### src/rtl/mc_ctrl_pkg.sv
// Shared definitions for the multi-cycle controller: state codes, MIPS opcode/func
// constants, datapath select encodings and the decoded-instruction record.
package mc_ctrl_pkg;

  typedef enum logic [2:0] {
    S_IF  = 3'd0,
    S_ID  = 3'd1,
    S_EXE = 3'd2,
    S_MEM = 3'd3,
    S_WB  = 3'd4
  } state_t;

  // Opcodes (IR[31:26])
  localparam logic [5:0] OP_RTYPE = 6'b000000;
  localparam logic [5:0] OP_J     = 6'b000010;
  localparam logic [5:0] OP_JAL   = 6'b000011;
  localparam logic [5:0] OP_BEQ   = 6'b000100;
  localparam logic [5:0] OP_BGTZ  = 6'b000111;
  localparam logic [5:0] OP_ADDI  = 6'b001000;
  localparam logic [5:0] OP_ADDIU = 6'b001001;
  localparam logic [5:0] OP_ORI   = 6'b001101;
  localparam logic [5:0] OP_LUI   = 6'b001111;
  localparam logic [5:0] OP_LW    = 6'b100011;
  localparam logic [5:0] OP_SW    = 6'b101011;

  // R-type func codes (IR[5:0])
  localparam logic [5:0] FN_JR    = 6'b001000;
  localparam logic [5:0] FN_ADDU  = 6'b100001;
  localparam logic [5:0] FN_SUBU  = 6'b100011;
  localparam logic [5:0] FN_SLT   = 6'b101010;

  // PCSrc
  localparam logic [1:0] PC_PLUS4  = 2'b00;
  localparam logic [1:0] PC_BRANCH = 2'b01;
  localparam logic [1:0] PC_JUMP   = 2'b10;
  localparam logic [1:0] PC_RS     = 2'b11;

  // RegDst
  localparam logic [1:0] RD_RT = 2'b00;
  localparam logic [1:0] RD_RD = 2'b01;
  localparam logic [1:0] RD_RA = 2'b10;

  // MemtoReg
  localparam logic [1:0] WB_ALU = 2'b00;
  localparam logic [1:0] WB_MEM = 2'b01;
  localparam logic [1:0] WB_PC4 = 2'b10;

  // ALUop
  localparam logic [1:0] ALU_ADD = 2'b00;
  localparam logic [1:0] ALU_SUB = 2'b01;
  localparam logic [1:0] ALU_OR  = 2'b10;

  typedef enum logic [3:0] {
    C_ILLEGAL = 4'd0,
    C_J       = 4'd1,
    C_JAL     = 4'd2,
    C_JR      = 4'd3,
    C_RALU    = 4'd4,
    C_IALU    = 4'd5,
    C_LOAD    = 4'd6,
    C_STORE   = 4'd7,
    C_BEQ     = 4'd8,
    C_BGTZ    = 4'd9
  } instr_class_t;

  typedef struct packed {
    instr_class_t cls;
    logic         alu_src;
    logic [1:0]   alu_op;
    logic         is_rtype;
  } dec_t;

  function automatic logic is_branch(input instr_class_t c);
    return (c == C_BEQ) || (c == C_BGTZ);
  endfunction

endpackage

### src/rtl/mc_ctrl_fsm_decode.sv
// Combinational OpCode/func decoder: instruction class, legality and the ALU
// operand/operation selects used from EXE onward.
module mc_ctrl_fsm_decode
  import mc_ctrl_pkg::*;
(
  input  logic [5:0] i_opcode,
  input  logic [5:0] i_func,
  output dec_t       o_dec
);

  always_comb begin
    o_dec          = '0;
    o_dec.cls      = C_ILLEGAL;
    o_dec.alu_src  = 1'b0;
    o_dec.alu_op   = ALU_ADD;
    o_dec.is_rtype = 1'b0;
    case (i_opcode)
      OP_RTYPE: begin
        o_dec.is_rtype = 1'b1;
        case (i_func)
          FN_ADDU: begin
            o_dec.cls    = C_RALU;
            o_dec.alu_op = ALU_ADD;
          end
          FN_SUBU, FN_SLT: begin
            o_dec.cls    = C_RALU;
            o_dec.alu_op = ALU_SUB;
          end
          FN_JR:   o_dec.cls = C_JR;
          default: o_dec.cls = C_ILLEGAL;
        endcase
      end
      OP_ADDI, OP_ADDIU, OP_LUI: begin
        o_dec.cls     = C_IALU;
        o_dec.alu_src = 1'b1;
        o_dec.alu_op  = ALU_ADD;
      end
      OP_ORI: begin
        o_dec.cls     = C_IALU;
        o_dec.alu_src = 1'b1;
        o_dec.alu_op  = ALU_OR;
      end
      OP_LW: begin
        o_dec.cls     = C_LOAD;
        o_dec.alu_src = 1'b1;
      end
      OP_SW: begin
        o_dec.cls     = C_STORE;
        o_dec.alu_src = 1'b1;
      end
      OP_BEQ: begin
        o_dec.cls    = C_BEQ;
        o_dec.alu_op = ALU_SUB;
      end
      // bgtz relies on the ALU condition flag, so a plain add is enough
      OP_BGTZ: o_dec.cls = C_BGTZ;
      OP_J:    o_dec.cls = C_J;
      OP_JAL:  o_dec.cls = C_JAL;
      default: o_dec.cls = C_ILLEGAL;
    endcase
  end

endmodule

### src/rtl/mc_ctrl_fsm.sv
// Multi-cycle IF/ID/EXE/MEM/WB controller with a retired-instruction counter.
// Define OVERFLOW_TRAP_EN to suppress the addi write-back on overflow and add ovf_trap.
module mc_ctrl_fsm
  import mc_ctrl_pkg::*;
#(
  parameter int         CNT_W   = 32,
  parameter logic [5:0] ADDI_OP = 6'b001000
) (
  input  logic             clk,
  input  logic             rst,
  input  logic [5:0]       OpCode,
  input  logic [5:0]       func,
  input  logic             zero,
  input  logic             condition,
  input  logic             overflow,
  output logic             PCWrite,
  output logic [1:0]       PCSrc,
  output logic             IRWrite,
  output logic             RegWrite,
  output logic [1:0]       RegDst,
  output logic [1:0]       MemtoReg,
  output logic             MemWrite,
  output logic             ALUSrc,
  output logic [1:0]       ALUop,
  output logic [2:0]       state,
  output logic             illegal,
`ifdef OVERFLOW_TRAP_EN
  output logic             ovf_trap,
`endif
  output logic [CNT_W-1:0] instr_count
);

  state_t           r_state;
  state_t           w_next_state;
  logic [CNT_W-1:0] r_count;
  logic             w_retire;
  logic             w_trap;
  dec_t             w_dec;

  mc_ctrl_fsm_decode u_decode (
    .i_opcode (OpCode),
    .i_func   (func),
    .o_dec    (w_dec)
  );

`ifdef OVERFLOW_TRAP_EN
  assign w_trap   = (OpCode == ADDI_OP) && overflow;
  assign ovf_trap = (r_state == S_WB) && w_trap && !rst;
`else
  logic w_unused_ovf;
  assign w_trap       = 1'b0;
  assign w_unused_ovf = overflow ^ (OpCode == ADDI_OP);
`endif

  always_ff @(posedge clk) begin
    if (rst) begin
      r_state <= S_IF;
      r_count <= '0;
    end else begin
      r_state <= w_next_state;
      if (w_retire) r_count <= r_count + CNT_W'(1);
    end
  end

  always_comb begin
    w_next_state = S_IF;
    w_retire     = 1'b0;
    PCWrite      = 1'b0;
    PCSrc        = PC_PLUS4;
    IRWrite      = 1'b0;
    RegWrite     = 1'b0;
    RegDst       = RD_RT;
    MemtoReg     = WB_ALU;
    MemWrite     = 1'b0;
    ALUSrc       = 1'b0;
    ALUop        = ALU_ADD;
    illegal      = 1'b0;
    case (r_state)
      S_IF: begin
        IRWrite      = 1'b1;
        PCWrite      = 1'b1;
        PCSrc        = PC_PLUS4;
        w_next_state = S_ID;
      end
      S_ID: begin
        case (w_dec.cls)
          C_J: begin
            PCWrite  = 1'b1;
            PCSrc    = PC_JUMP;
            w_retire = 1'b1;
          end
          C_JAL: begin
            PCWrite  = 1'b1;
            PCSrc    = PC_JUMP;
            RegWrite = 1'b1;
            RegDst   = RD_RA;
            MemtoReg = WB_PC4;
            w_retire = 1'b1;
          end
          C_JR: begin
            PCWrite  = 1'b1;
            PCSrc    = PC_RS;
            w_retire = 1'b1;
          end
          C_ILLEGAL: illegal = 1'b1;
          default:   w_next_state = S_EXE;
        endcase
      end
      S_EXE: begin
        ALUSrc = w_dec.alu_src;
        ALUop  = w_dec.alu_op;
        if (is_branch(w_dec.cls)) begin
          if ((w_dec.cls == C_BEQ && zero) || (w_dec.cls == C_BGTZ && condition)) begin
            PCWrite = 1'b1;
            PCSrc   = PC_BRANCH;
          end
          w_retire = 1'b1;
        end else if (w_dec.cls == C_LOAD || w_dec.cls == C_STORE) begin
          w_next_state = S_MEM;
        end else begin
          w_next_state = S_WB;
        end
      end
      S_MEM: begin
        ALUSrc = w_dec.alu_src;
        ALUop  = w_dec.alu_op;
        if (w_dec.cls == C_STORE) begin
          MemWrite = 1'b1;
          w_retire = 1'b1;
        end else if (w_dec.cls == C_LOAD) begin
          w_next_state = S_WB;
        end
      end
      S_WB: begin
        ALUSrc   = w_dec.alu_src;
        ALUop    = w_dec.alu_op;
        RegWrite = !w_trap;
        RegDst   = w_dec.is_rtype ? RD_RD : RD_RT;
        MemtoReg = (w_dec.cls == C_LOAD) ? WB_MEM : WB_ALU;
        w_retire = 1'b1;
      end
      default: w_next_state = S_IF;
    endcase
    // Reset wins over every write enable so an abandoned instruction leaves no trace
    if (rst) begin
      PCWrite  = 1'b0;
      IRWrite  = 1'b0;
      RegWrite = 1'b0;
      MemWrite = 1'b0;
      illegal  = 1'b0;
    end
  end

  assign state       = r_state;
  assign instr_count = r_count;

endmodule
### config.mk
export PLATFORM = sky130hd
export DESIGN_NAME = mc_ctrl_fsm
export DESIGN_NICKNAME = d
export VERILOG_FILES = /design/src/rtl/mc_ctrl_pkg.sv /design/src/rtl/mc_ctrl_fsm_decode.sv /design/src/rtl/mc_ctrl_fsm.sv
export SDC_FILE = /design/constraint.sdc
export NUM_CORES = 1
export LEC_CHECK = 0
export BUFFER_PORTS_ARGS = -buffer_cell sky130_fd_sc_hd__buf_2
export CORE_MARGIN = 10
export CORE_UTILIZATION = 35
export CTS_CLUSTER_DIAMETER = 60
export CTS_CLUSTER_SIZE = 20
export DETAILED_ROUTE_END_ITERATION = 10
export GPL_TIMING_DRIVEN = 1
export PLACE_DENSITY = 0.62
export SYNTH_ARGS = -nofsm -noshare
export SYNTH_HDL_FRONTEND = slang
export SYNTH_SLANG_ARGS = --single-unit
export TNS_END_PERCENT = 30
### constraint.sdc
create_clock -name clk -period 7.3 [get_ports clk]
set_input_delay 0.73 -clock clk [delete_from_list [all_inputs] [get_ports clk]]
set_output_delay 0.73 -clock clk [all_outputs]
set_load 0.01 [all_outputs]
==> results.md <==
- Final setup fails: 0
- CP arrival: between 2 and 3 ns
- Vias/cell: around 5.3
- Pwr Total: 0.425 mW
- GRT overflow: 0
- Hold buffers post-CTS: 0
- Fmax: ~290 MHz
- Clock Latency Late Sink: slightly below 0.3 ns
- CORE AREA: around 0.0074 mm^2
- Global-route wire length before repair: around 12 mm
- Hold Path End: instr_count[1]
- Required time worst endpoint: 6.57 ns
- Final Hold Viols: 0
- H-Tree Level Count: 2
- Hold Crit Start: instr_count[1]
- Ys Warns: 0
- Worst Max-Slew Pin Slew: 0.845 ns
- DRC: 0
- Worst reg-to-reg setup slack: ~4.7 ns
- Synthesized area: ~0.0027 mm^2
- Worst R2R Start: state[2]
- Crit path cell chain: buf_2, and4b_1, a311oi_1, a31o_2, a211o_1, buf_4, inv_1, buf_2
- Detail Route Antenna Nets: 0
- Detailed Route WL: approximately 7.1 mm
- Post-synthesis sequential area ratio: about a quarter
- Number of antenna violations at the first check in global routing: 0
- Most frequent cells in the layout: buf_2, nor2_1, nor2b_1, dfxtp_1, mux2_1
- Post-DP HPWL: roughly 5.1 mm
- Die width: 108 um
- Fin nets: 398
- Ranking of synthesized cells by area: dfxtp_1, mux2_1, nor2b_1, a21oi_2, nor2_1
- Cell accounting for the most synthesized area: dfxtp_1
- Clock buffer count from CTS: 5
- Synth Area per Inst: between 8 and 9 um^2
- Synthesis-stage register bit count: 35
- Total negative slack: 0 ns
- IO Count: 66
- Worst r2r dst: instr_count[16]
- TritonCTS clock tree: done
- Initial Util: 36.4%
- Comb power frac: about a tenth
- Fin crit period: roughly 3.4 ns
- Clock power frac: 43.6%
- N_diodes: 0
- Number of global-route vias before repair: 2362
- Hold depth: 2
- Post-Synthesis Cells: between 300 and 400
- Crit share post-route: between 40% and 50%
- Family with the most delay on the worst path: buffers and inverters
- Share of the synthesized area in the top cell type: about a quarter
- Psw: ~0.11 mW
- Layout cells sized above 1: ~29%
- Rel. slew slack: 43.5%
- Sequential share of power: 45.7%
- Pleak: 1.30 nW
- FP Rows: 31
- Slew Viols, Final: 0
- Die area: between 0.01 and 0.015 mm^2
- Worst-path fanout max: 32
- Critical path's slowest cell: buf_4
- Number of synthesized flops with an enable pin: 0
- Most common cell after layout, fill and taps aside: buf_2
- Setup crit start kind: input pin
- Area Growth Syn to Fin: 16.6%
- P_int: 0.319 mW
- Cell area power density: 136 mW/mm^2
- # clock sinks: 35
- Die Y: 108 um
- CP peak stage delay: approximately 0.42 ns
- Setup Buffers After CTS: 0
- DR vias: 2541
- CTS Buffer Depth: 2
- Largest net degree at the start of global routing: 70
- Max Cap Violations: 0
- Clk root buf: clkbuf_8
- Syn nets: 349
- I/O Buffers: 64
- PostCTS Resize Cnt: 0
- Post-synth top flop: dfxtp_1
- VDD IR max: roughly 0.13 mV
- Clk pin slew, worst setup/hold paths: 0.07 ns
- RSZ-0062 raised after global routing: no
- Worst setup path class: input pin to output port
- First-pass detailed-route iteration total: 4
- Initial drt markers: 99
- Worst-case reg-to-reg path depth: 6
- Hold WC Path Type: flop to flop
- Worst clock skew: 0.00785 ns
- Status: finished, final reports clean
- Crit. End Element: output port
- CP Buf/Inv Count: 4
- Mean routed wirelength per cell: 14.8 um
- FFs w/ async S/R, synth: 0%
- Tot GR Track Use: 11.9%
- Switching share of power: between 20 and 25%
- RD Place Congestion: 0.849
- Most frequent CP cell: buf_2
- Yosys cell types: 50
[area by class of cell]
class | instances | area [um^2]
clock buffer | 6 | 82.6
fill | 766 | 4240
multi-input combinational | 267 | 1830
sequential | 35 | 701
inverter | 4 | 15.0
timing repair buffer | 67 | 343
clock inverter | 2 | 35.0
tap | 99 | 124
[power by group through the flow]
| stage | combinational [mW] | sequential [mW] | clock (mW) |
|---|---|---|---|
| 3_3_place_gp | 0.0447 | 0.199 | 0 |
| 2_1_floorplan | 0.0345 | 0.198 | 0 |
| 4_1_cts | 0.0457 | 0.194 | 0.191 |
| 6_report | 0.0456 | 0.194 | 0.185 |
| 3_5_place_dp | 0.0456 | 0.199 | 0 |
| 5_1_grt | 0.0511 | 0.194 | 0.197 |
[worst min-delay path, cell delays in order (launching register included)]
cell and delay [ns]:
dfxtp_1 0.37, nand3_1 0.09, a21oi_1 0.06
[flip-flops by register name (all words and copies together), names as in the netlist]
| name | cells |
|---|---|
| instr_count | 32 |
| state | 3 |
[synth_stat cells, drive strengths merged, types with 2 or more instances]
cell type  count
a2111oi        5
a21boi         3
a21oi         31
a22o           3
a311o          2
a31oi          2
and2           7
and3           6
and4           4
buf           12
clkbuf        13
dfxtp         35
inv            4
mux2          30
nand2         21
nand2b         5
nand3         15
nand4         13
nor2          43
nor2b         36
nor3           9
nor4           5
nor4bb         2
o21ai          4
or2            2
[per-layer routing]
layer,global-route usage (%),up-vias,wire length [um]
li1,-,1281,-
met4,3.15,0,54
met2,19.7,63,3400
met1,14.7,1192,3170
met5,0,-,0
met3,3.59,5,461
[through the flow]
stage / instance area, um^2 / utilization [%] / worst slack, ns / std cells / hold slack, ns
2_1_floorplan: 2680 / - / 4.38 / 331 / 0.541
3_3_place_gp: 3010 / 40.8 / 3.93 / 472 / 0.530
3_5_place_dp: 3010 / 40.8 / 3.89 / 472 / 0.534
4_1_cts: 3130 / 42.4 / 3.88 / 480 / 0.553
5_1_grt: 3130 / 42.4 / 3.76 / 480 / 0.604
6_report: 3130 / 42.4 / 3.90 / 480 / 0.561
[kinds of logic after synthesis]
group           after synthesis  share of synthesized area, %
fa+ha+maj                     1                         0.467
simple gates                175                          35.3
mux                          31                          13.0
compound gates               59                          19.1
buf+inv                      29                          5.74
flops                        35                          26.1
xor+xnor                      1                         0.327
[worst max path at each step]
stage          startpoint       end  cells past startpoint
2_1_floorplan   OpCode[0]  PCSrc[1]                      7
3_3_place_gp    OpCode[5]  PCSrc[1]                      8
3_5_place_dp    OpCode[5]  PCSrc[1]                      8
4_1_cts         OpCode[5]  PCSrc[1]                      8
5_1_grt         OpCode[5]  PCSrc[1]                      8
6_report        OpCode[5]  PCSrc[1]                      8
(Power assumes the default switching activity.)
